--- config.mk ---
export PLATFORM = sky130hd
export DESIGN_NAME = grf_wb_ctrl
export DESIGN_NICKNAME = d
export VERILOG_FILES = /design/src/rtl/grf_wb_ctrl.sv
export SDC_FILE = /design/constraint.sdc
export NUM_CORES = 1
export LEC_CHECK = 0
export CORE_MARGIN = 4
export CORE_UTILIZATION = 45
export CTS_CLUSTER_DIAMETER = 30
export CTS_CLUSTER_SIZE = 25
export DETAILED_ROUTE_END_ITERATION = 12
export GPL_TIMING_DRIVEN = 0
export PLACE_DENSITY = 0.78
export SLEW_MARGIN = 5
export SYNTH_ARGS = -nofsm -noshare
export SYNTH_HDL_FRONTEND = slang
export SYNTH_SLANG_ARGS = --single-unit
--- constraint.sdc ---
create_clock -name clk -period 3.3 [get_ports clk]
set_clock_uncertainty 0.05 [all_clocks]
set_input_delay 0.66 -clock clk [delete_from_list [all_inputs] [get_ports clk]]
set_output_delay 0.66 -clock clk [all_outputs]
set_load 0.01 [all_outputs]
--- src/rtl/grf_wb_ctrl.sv ---
// Register-file write-port initiator: merges the never-stalled W-stage result with a
// FIFO-buffered secondary source and exposes a pending-write lookup for hazard checks.
module grf_wb_ctrl #(
  parameter int unsigned DEPTH = 4,
  parameter int unsigned PTR_W = 2
) (
  input  logic        clk,
  input  logic        reset,
  input  logic        w_we,
  input  logic [4:0]  w_a3,
  input  logic [31:0] w_wd,
  input  logic [31:0] w_pc,
  input  logic        s_valid,
  input  logic [4:0]  s_a3,
  input  logic [31:0] s_wd,
  input  logic [31:0] s_pc,
  output logic        s_ready,
  input  logic [4:0]  q_addr1,
  input  logic [4:0]  q_addr2,
  output logic        pend1,
  output logic        pend2,
  output logic        RegWrite,
  output logic [4:0]  A3,
  output logic [31:0] WD,
  output logic [31:0] PC
);

  logic [DEPTH-1:0] live_q, live_d;
  logic [4:0]       a3_q [DEPTH];
  logic [4:0]       a3_d [DEPTH];
  logic [31:0]      wd_q [DEPTH];
  logic [31:0]      wd_d [DEPTH];
  logic [31:0]      pc_q [DEPTH];
  logic [31:0]      pc_d [DEPTH];
  logic [PTR_W-1:0] head_q, head_d, tail_q, tail_d;
  logic [PTR_W:0]   count_q, count_d;

  logic        regwrite_q, regwrite_d;
  logic [4:0]  a3o_q, a3o_d;
  logic [31:0] wdo_q, wdo_d;
  logic [31:0] pco_q, pco_d;

  logic w_act, pop, push, full;
  logic [DEPTH-1:0] occ;

  assign full    = (count_q == (PTR_W+1)'(DEPTH));
  assign s_ready = !full;
  assign w_act   = w_we && (w_a3 != '0);
  assign pop     = !w_act && (count_q != '0);
  assign push    = s_valid && !full && (s_a3 != '0);

  always_comb begin
    live_d     = live_q;
    a3_d       = a3_q;
    wd_d       = wd_q;
    pc_d       = pc_q;
    head_d     = head_q;
    tail_d     = tail_q;
    count_d    = count_q;
    regwrite_d = 1'b0;
    a3o_d      = a3o_q;
    wdo_d      = wdo_q;
    pco_d      = pco_q;

    if (w_act) begin
      regwrite_d = 1'b1;
      a3o_d      = w_a3;
      wdo_d      = w_wd;
      pco_d      = w_pc;
      // Younger W-stage value supersedes any queued write to the same register
      for (int unsigned i = 0; i < DEPTH; i++) begin
        if (a3_q[PTR_W'(i)] == w_a3) live_d[PTR_W'(i)] = 1'b0;
      end
    end else if (pop) begin
      regwrite_d = live_q[head_q];
      a3o_d      = a3_q[head_q];
      wdo_d      = wd_q[head_q];
      pco_d      = pc_q[head_q];
      head_d     = head_q + 1'b1;
    end

    // Applied after the kill so a same-cycle push to the killed register stays live
    if (push) begin
      live_d[tail_q] = 1'b1;
      a3_d[tail_q]   = s_a3;
      wd_d[tail_q]   = s_wd;
      pc_d[tail_q]   = s_pc;
      tail_d         = tail_q + 1'b1;
    end

    unique case ({push, pop})
      2'b10:   count_d = count_q + 1'b1;
      2'b01:   count_d = count_q - 1'b1;
      default: count_d = count_q;
    endcase
  end

  always_comb begin
    occ   = '0;
    pend1 = 1'b0;
    pend2 = 1'b0;
    for (int unsigned i = 0; i < DEPTH; i++) begin
      occ[PTR_W'(i)] = ({1'b0, PTR_W'(PTR_W'(i) - head_q)} < count_q);
      if (occ[PTR_W'(i)] && live_q[PTR_W'(i)]) begin
        if (q_addr1 != '0 && a3_q[PTR_W'(i)] == q_addr1) pend1 = 1'b1;
        if (q_addr2 != '0 && a3_q[PTR_W'(i)] == q_addr2) pend2 = 1'b1;
      end
    end
  end

  always_ff @(posedge clk) begin
    if (!reset) begin
      live_q     <= '0;
      head_q     <= '0;
      tail_q     <= '0;
      count_q    <= '0;
      regwrite_q <= 1'b0;
      a3o_q      <= '0;
      wdo_q      <= '0;
      pco_q      <= '0;
    end else begin
      live_q     <= live_d;
      a3_q       <= a3_d;
      wd_q       <= wd_d;
      pc_q       <= pc_d;
      head_q     <= head_d;
      tail_q     <= tail_d;
      count_q    <= count_d;
      regwrite_q <= regwrite_d;
      a3o_q      <= a3o_d;
      wdo_q      <= wdo_d;
      pco_q      <= pco_d;
    end
  end

  assign RegWrite = regwrite_q;
  assign A3       = a3o_q;
  assign WD       = wdo_q;
  assign PC       = pco_q;

endmodule
==> impl_metrics.toml, run 1 <==
[yosys]
synthDistinctLibCells = 37
yosys.area.top_type = "edfxtp_1"
synthTopCellsByArea = "edfxtp_1, dfxtp_1, mux4_2, nand2_1, a31oi_1"
synth_fp_nets = 1098
yosysMostFrequentCell = "edfxtp_1"
synth_ff_type = "edfxtp_1"
synth_common_cells = "edfxtp_1, nand2_1, dfxtp_1, mux4_2, a31oi_1"
ys_seq_elements = 357
yosys_warnings = 0
syn_area_per_cell_sq_um = 15.29
ys_seq_area_share_pct = 69.23
synth_edf_count = 276
syn-instance-count = 936
syn_area_sq_um = 14310
synth_top_area_share_pct = 57.90
async_reset_ff_share_pct = 0

[sta]
layout_min_cycle_time_ns = 3.181
slew_violations = 0
timing.final.crit_share_pct = 96.41
tightest_slew_ns = 1.060
relSlewSlack_pct = 29.35
finalSetupTns_ns = 0
max_freq_mhz = 314.3
fin_ws_ns = 0.1185
setup_viol = 0
hold_viol_final = 0
holdWs_ns = 0.4234

[drt]
first_pass_iters = 5
via_per_inst = 5.527
detailroute.via_count = 9285
first_iter_violations = 591
finalWirelength_microns = 37420
top_layer = "met5"
drc = 0
drt-met1-wl_microns = 14780
wl_met3_microns = 2857
wl_per_cell_microns = 22.27
dr_wl_met2_microns = 18900
postRouteAntennaNets = 0

[floorplan]
start_util_pct = 45.48
die_area_sq_um = 34730
num_rows = 65
die_y_microns = 186.4
die_w_microns = 186.4
pin_count = 225
coreArea_sq_um = 31470

[placed_design]
place_hpwl_microns = 24240
portBuffers = 209
placed_area_sq_um = 17030
gp_congestion = 0.8578
placed_cells = 1551
place_ws_ns = -0.9040

[worst_setup_path]
path_buf_inv = 3
critPathKind = "reg -> out"
worstPathMaxFanout = 3
crit_required_ns = 2.59
path_cells = "buf_12, xnor2_4, inv_2, ha_1, nand2b_1, o221ai_2, nor4_1, a21oi_1, a21oi_2, buf_2"
crit_slowest_cell = "dfxtp_4"
cp-start-kind = "flop"
worstSetupEndpointType = "output pin"
cp.arrival_ns = 2.47
cpPeakStageDelay_ns = 0.38
cp_top_family = "compound AO/OA/AOI/OAI gates"

[worst_hold_path]
hold_class = "reg -> reg"

[final_layout]
final_cells = 1680
final_util_pct = 62.10
register_area_sq_um = 9913
nets = 1384
final_area_sq_um = 19550
drive_gt1_share_pct = 18.32
multi_input_area_sq_um = 4098
fillCellCount = 2243
area_growth_syn_to_layout_pct = 36.56

[cts]
cts.sinks = 357
insertion_delay_ns = 0.56
cts-buffers-inserted = 67
cts_buffer_depth = 3
cts_root_buffer = "clkbuf_16"
cts_tree = "yes"
ctsHtreeMaxLevel = 3
path_clk_slew_ns = 0.05

[pwr]
p_per_area_nw_per_um2 = 837.5
total_leakage_power_nw = 6.573
ir_worst_vdd_mv = 0.5193
power_mw = 16.37

[outcome]
outcome = "finished clean"

[global_routing]
grt_max_degree = 50
grt_pass1_wl_microns = 57240
grt_usage_pct = 21.25
antenna_found_initial = 5
grt-ovfl-total = 0
grt_pass1_vias = 9731

[run]
drv_cap = 0
[cell type report]
type / count / area share (%)
flip-flops and latches: 357 / 50.72
diodes: 1 / 0.01280
clock inverters: 44 / 3.233
multi-input cells: 498 / 20.96
repair buffers: 220 / 11.48
plain buffers: 68 / 1.735
clock buffers: 80 / 9.090
inverters: 10 / 0.1920
well taps: 402 / 2.573
[report_power, final]
part / leakage, nW / internal, mW / switching [mW]
Sequential: 3.18 / 5.28 / 0.204
Combinational: 2.24 / 1.65 / 2.15
Clock: 1.16 / 4.66 / 2.43
[routing by layer]
layer,global-route usage (%),up-vias
li1,-,4175
met1,27.11,4641
met2,36.41,386
met3,5.387,75
met4,6.115,8
met5,0,-
[layout by cell type, fill, tap and decap left out, types with 5 or more instances in the layout]
cell type	synthesis	routed
inv_1	9	8
clkinvlp_4	0	5
o21ai_1	22	22
edfxtp_1	276	276
o21ai_0	48	48
nor4_1	8	7
nand3_1	16	16
clkbuf_16	0	68
nand2_1	137	137
clkdlybuf4s50_1	0	207
a21oi_1	11	10
bufinv_16	0	9
xor2_1	30	30
nor3_1	5	5
xnor2_1	36	35
mux4_2	70	70
inv_6	0	7
clkbuf_1	44	51
ha_1	9	9
dfxtp_1	81	80
buf_4	3	10
a31oi_1	67	67
buf_2	19	19
clkinv_2	0	9
nor2_1	11	11
[worst register-to-register path: cells and delay by family, from the launching register on]
| kind | cells | cell delay [ns] |
|---|---|---|
| AO/OA/AOI/OAI | 1 | 0.16 |
| XOR/XNOR | 1 | 0.17 |
| adder cells (fa/ha/maj) | 2 | 0.55 |
| buffers and inverters | 2 | 0.65 |
| flip-flops | 1 | 0.46 |
| AND/OR/NAND/NOR | 3 | 0.79 |
[final timing paths]
kind              startpoint          to  slack, ns  cells after the start
setup / recovery   head_q[0]       pend1       0.12                     10
setup reg to reg  count_q[0]  count_q[2]       0.40                      9
hold / removal         WD[8]       WD[8]       0.42                      2
hold reg to reg        WD[8]       WD[8]       0.42                      2
[kinds of logic after synthesis]
kind of cell / synth area share [%]
xor+xnor: 4.038
compound gates: 6.434
fa+ha+maj: 0.9266
buf+inv: 2.500
simple gates: 5.647
mux: 11.22
flops: 69.23
[sequential cells by signal, summed over array words and instances (netlist names)]
register / count
live_q: 4
A3: 5
WD: 32
count_q: 3
tail_q: 2
RegWrite: 1
a3_q: 20
wd_q: 128
pc_q: 128
head_q: 2
PC: 32
[repair_timing]
item | CTS | global route
hold buffers | 0 | 0
pin swaps | 8 | 5
endpoints found under the setup margin | 3 | 2
gates cloned | 0 | 0
gates resized for setup | 25 | 5
buffers inserted | 5 | 2
No activity file was read; power rests on OpenSTA's default activity.
==> run 2: changes to the inputs <==
--- a/config.mk
+++ b/config.mk
@@ -7,12 +7,11 @@
 export LEC_CHECK = 0
 export CORE_MARGIN = 4
 export CORE_UTILIZATION = 45
-export CTS_CLUSTER_DIAMETER = 30
+export CTS_CLUSTER_DIAMETER = 120
 export CTS_CLUSTER_SIZE = 25
 export DETAILED_ROUTE_END_ITERATION = 12
 export GPL_TIMING_DRIVEN = 0
 export PLACE_DENSITY = 0.78
-export SLEW_MARGIN = 5
 export SYNTH_ARGS = -nofsm -noshare
 export SYNTH_HDL_FRONTEND = slang
 export SYNTH_SLANG_ARGS = --single-unit
==> run 2 against run 1 <==
Net effect:
- cell area decreased by 9.6%
- global-route usage decreased by 1.6 points
- via count decreased by 4.8%
==> impl_metrics.toml, run 2 (same netlist as run 1, synthesis figures left out) <==
[final_layout]
nets = 1337
final_area_sq_um = 17670
multi_input_area_sq_um = 4088
register_area_sq_um = 9913
drive_gt1_share_pct = 11.96
fillCellCount = 2495
final_common_cell = "edfxtp_1"
area_growth_syn_to_layout_pct = 23.45
final_cell_mix = "edfxtp_1, clkdlybuf4s50_1, nand2_1"
largestRegisters = "pc_q: 128 flops, wd_q: 128 flops"

[worst_hold_path]
hold_class = "reg -> reg"
hold_path_end = "PC[12]"
min-delay-start = "PC[12]"
whs_path_depth = 2

[sta]
relSlewSlack_pct = 29.32
fin_ws_ns = 0.1079
timing.final.crit_share_pct = 96.73
hold_viol_final = 0
tightest_slew_ns = 1.060
layout_min_cycle_time_ns = 3.192
max_freq_mhz = 313.3
setup_viol = 0
slew_violations = 0

[floorplan]
coreArea_sq_um = 31470
start_util_pct = 45.48
die_w_microns = 186.4
pin_count = 225
num_rows = 65
die_area_sq_um = 34730
die_y_microns = 186.4

[outcome]
outcome = "finished clean"

[pwr]
p_switching_mw = 3.654
seqPwrFrac_pct = 46.9
total_leakage_power_nw = 5.681
ir_worst_vdd_mv = 0.4251
p_per_area_nw_per_um2 = 660.2
pwr-share-comb_pct = 31.9
p_clk_share_pct = 21.2
switching_share_pct = 31.32
power.internal_mw = 8.013

[global_routing]
antenna_found_initial = 5
grt_pass1_wl_microns = 53430
grt_pass1_vias = 9014
grt-ovfl-total = 0
grt_usage_pct = 19.61
grt_max_degree = 56

[drt]
postRouteAntennaNets = 0
wl_per_cell_microns = 21.96
detailroute.via_count = 8840
first_pass_iters = 5
first_iter_violations = 673
via_per_inst = 5.560
drc = 0
finalWirelength_microns = 34910

[worst_setup_path]
worstSetupEndpointType = "output pin"
critPathKind = "reg -> out"
r2r-end = "pc_q[58]"
path_buf_inv = 3
cp.arrival_ns = 2.48
crit_required_ns = 2.59
cpPeakStageDelay_ns = 0.43
cp_top_family = "flip-flops"
rrSetupSlack_ns = 0.44
crit_slowest_cell = "dfxtp_1"
path_cells = "buf_12, xnor2_4, inv_2, ha_1, nand2b_1, o221ai_2, nor4_1, a21oi_1, a21oi_1, buf_2"
cp-start-kind = "flop"
worstPathMaxFanout = 5
cp_common_cell = "a21oi_1"
reg2reg_depth = 7
reg2reg_from = "count_q[0]"

[cts]
ctsHtreeMaxLevel = 1
path_clk_slew_ns = 0.11
cts_buffer_depth = 3
cts_tree = "yes"
ctsHoldBuffers = 0
cts.sinks = 357
cts-buffers-inserted = 18
cts_root_buffer = "clkbuf_16"
insertion_delay_ns = 0.52

[placed_design]
gp_congestion = 0.8578
portBuffers = 209
place_ws_ns = -0.9239
place_hpwl_microns = 24250
placed_area_sq_um = 17030

[run]
drv_cap = 0
run 2: cell types whose count changed in the layout (fill, tap and decap cells not counted), moves of 4 or more:
cell / previous run / this run
clkinvlp_4: 5 / 0
clkbuf_16: 68 / 19
clkinv_2: 9 / 0
bufinv_16: 9 / 0
clkinv_4: 4 / 0
inv_6: 7 / 0
clkinv_16: 4 / 0
run 2: final cells by class:
type,instances,area share (%)
sequential,357,56.10
timing repair buffer,223,12.83
antenna,1,0.01416
inverter,10,0.2124
multi-input combinational,498,23.13
clock inverter,1,0.1133
clock buffer,31,2.946
buffer,67,1.806
tap,402,2.846
run 2: worst reg2reg max path, cell delays in order (launching register included):
cell      delay (ns)
dfxtp_1         0.48
inv_1           0.12
nand3_1         0.21
o211ai_1        0.12
buf_4           0.17
nor2_1          0.41
and2_4          0.62
buf_16          0.31
run 2: worst max path at each step:
stage	from	to	slack [ns]	cells after the start
after floorplan	w_a3[3]	count_q[2]	0.20	11
after global placement	s_a3[1]	pc_q[91]	-0.97	5
after detailed placement	head_q[1]	pend1	-0.92	11
after CTS	head_q[0]	pend2	0.002	11
after global routing	head_q[1]	pend1	-0.03	10
final	head_q[1]	pend2	0.11	10
run 2: metal layers:
layer,track usage [%],share of wire (%),vias to the layer above
li1,-,-,4025
met1,26.65,42,4466
met2,34.06,50,294
met3,3.273,6.1,47
met4,3.669,1.6,8
met5,0,0.17,-
run 2: stage by stage:
stage	total power [mW]	std cells	util [%]	setup TNS (ns)	hold slack, ns
after floorplan	7.749	936	-	0	0.4425
after global placement	9.147	1547	53.74	-264.27	0.4136
after detailed placement	9.237	1551	54.10	-86.27	0.4126
after CTS	11.79	1585	56.06	0	0.4276
after global routing	12.28	1590	56.14	-0.03392	0.4521
final	11.67	1590	56.14	0	0.4301
run 2: power by group through the flow:
stage	Combinational [mW]	Clock, mW	Sequential [mW]
after floorplan	2.16	0	5.58
after global placement	3.62	0	5.53
after detailed placement	3.71	0	5.53
after CTS	3.81	2.54	5.44
after global routing	4.08	2.70	5.51
final	3.73	2.47	5.47
run 2: timing repair:
item / in CTS / in global routing
hold endpoints to repair: 0 / 0
setup endpoints to repair: 3 / 2
pin swaps: 6 / 4
gates resized for setup: 24 / 4
buffers inserted: 4 / 6
cloned: 0 / 0
==> run 3: changes to the inputs <==
--- a/config.mk
+++ b/config.mk
@@ -12,6 +12,7 @@
 export DETAILED_ROUTE_END_ITERATION = 12
 export GPL_TIMING_DRIVEN = 0
 export PLACE_DENSITY = 0.78
+export REMOVE_ABC_BUFFERS = 1
 export SYNTH_ARGS = -nofsm -noshare
 export SYNTH_HDL_FRONTEND = slang
 export SYNTH_SLANG_ARGS = --single-unit
==> run 3 against run 2 <==
Net effect:
- final cell count down 2.4%
- sequential share of layout area fell by 0.49 points
- combinational power grew 2%
- wire length shrank 5.1%
- highest routed layer unchanged
==> impl_metrics.toml, run 3 (same netlist as run 1, synthesis figures left out) <==
[floorplan]
start_util_pct = 45.48
die_area_sq_um = 34730
num_rows = 65
die_y_microns = 186.4
die_w_microns = 186.4
pin_count = 225
coreArea_sq_um = 31470

[final_layout]
final_cell_mix = "edfxtp_1, clkdlybuf4s50_1, nand2_1"
final_cells = 1552
nets = 1299
drive_gt1_share_pct = 11.92
final_common_cell = "edfxtp_1"
area_growth_syn_to_layout_pct = 24.60
largestRegisters = "pc_q: 128 flops, wd_q: 128 flops"

[worst_setup_path]
worstPathMaxFanout = 19
crit_start = "head_q[1]"
reg2reg_from = "count_q[2]"
cp_top_family = "flip-flops"
worstSetupEndpointType = "output pin"
crit_required_ns = 2.59
cpPeakStageDelay_ns = 0.38
critPathKind = "reg -> out"
path_cells = "buf_16, xnor2_4, inv_1, ha_1, nand2b_1, o221ai_2, nor4_2, a21oi_1, a21oi_1, buf_2"
reg2reg_depth = 9
r2r-end = "count_q[2]"
cp.arrival_ns = 2.44
path_buf_inv = 3
crit_slowest_cell = "dfxtp_4"
path_depth = 10
cp-start-kind = "flop"
rrSetupSlack_ns = 0.42
critPathCapture = "pend1"
cp_common_cell = "a21oi_1"

[sta]
holdWs_ns = 0.4266
max_freq_mhz = 317.1
setup_viol = 0
slew_violations = 0
relSlewSlack_pct = 55.51
timing.final.crit_share_pct = 95.57
fin_ws_ns = 0.1462
hold_viol_final = 0
layout_min_cycle_time_ns = 3.154
tightest_slew_ns = 0.6673
finalSetupTns_ns = 0
rsz0062_at_grt = "true"

[pwr]
ir_worst_vdd_mv = 0.4984
total_leakage_power_nw = 5.741
p_per_area_nw_per_um2 = 658.6
power_mw = 11.75

[drt]
wl_per_cell_microns = 21.34
first_iter_violations = 554
detailroute.via_count = 8573
postRouteAntennaNets = 0
finalWirelength_microns = 33120
via_per_inst = 5.524
drc = 0
first_pass_iters = 5

[global_routing]
grt_pass1_vias = 8892
grt_pass1_wl_microns = 51810
antenna_found_initial = 2
grt_max_degree = 55
grt-ovfl-total = 0
grt_usage_pct = 18.62

[cts]
cts_buffer_depth = 3
cts.sinks = 357
cts_tree = "yes"
ctsHtreeMaxLevel = 1
cts-buffers-inserted = 18
ctsHoldBuffers = 0
insertion_delay_ns = 0.53
path_clk_slew_ns = 0.10
cts_root_buffer = "clkbuf_16"

[outcome]
outcome = "finished clean"

[placed_design]
portBuffers = 224
place_ws_ns = -0.8783
place_hpwl_microns = 20740
placed_cells = 1507
gp_congestion = 0.8292

[worst_hold_path]
hold_class = "reg -> reg"

[run]
drv_cap = 0
run 3: stage by stage:
stage	instance area, sq um	util (%)
floorplan	13990	-
global placement	16740	53.18
detailed placement	17090	54.31
CTS	17800	56.57
global route	17830	56.66
finish	17830	56.66
run 3: repair_timing:
item | 4_1_cts | 5_1_grt
gates resized for setup | 9 | 8
endpoints found under the setup margin | 4 | 109
gates cloned | 2 | 0
buffers inserted | 10 | 0
pin swaps | 5 | 3
run 3: layout make-up:
class / count / area, sq um
Tap cell: 402 / 503.0
Antenna cell: 1 / 2.502
Clock buffer: 30 / 495.5
Inverter: 10 / 37.54
Sequential cell: 357 / 9917
Multi-Input combinational cell: 499 / 4115
Fill cell: 2434 / 13640
Timing Repair Buffer: 251 / 2728
Clock inverter: 2 / 36.28
run 3: metal layers:
metal / up-vias / global-route usage (%) / wire (microns)
met5: - / 0 / 13
met4: 2 / 3.441 / 610
met3: 39 / 3.386 / 1595
met2: 231 / 31.92 / 16430
met1: 4343 / 25.52 / 14480
li1: 3958 / - / -
run 3: worst min-delay path by stage:
stage	slack [ns]	end	cells after the start	startpoint
2_1_floorplan	0.44	live_q[2]	1	live_q[2]
3_3_place_gp	0.41	WD[1]	2	WD[1]
3_5_place_dp	0.41	PC[0]	2	PC[0]
4_1_cts	0.43	PC[0]	2	PC[0]
5_1_grt	0.46	WD[18]	2	WD[18]
6_report	0.43	WD[29]	2	WD[29]
run 3: worst min-delay path, cell delays in order, from the launching register on:
cell and delay (ns):
dfxtp_1 0.32, nand2_1 0.05, a31oi_1 0.07
run 3: power breakdown:
part	leakage [nW]	internal, mW	switching, mW	total (mW)
clock	0.253	1.07	1.40	2.47
combinational	2.31	1.80	2.02	3.82
sequential	3.18	5.26	0.197	5.45
total	5.74	8.12	3.62	11.7
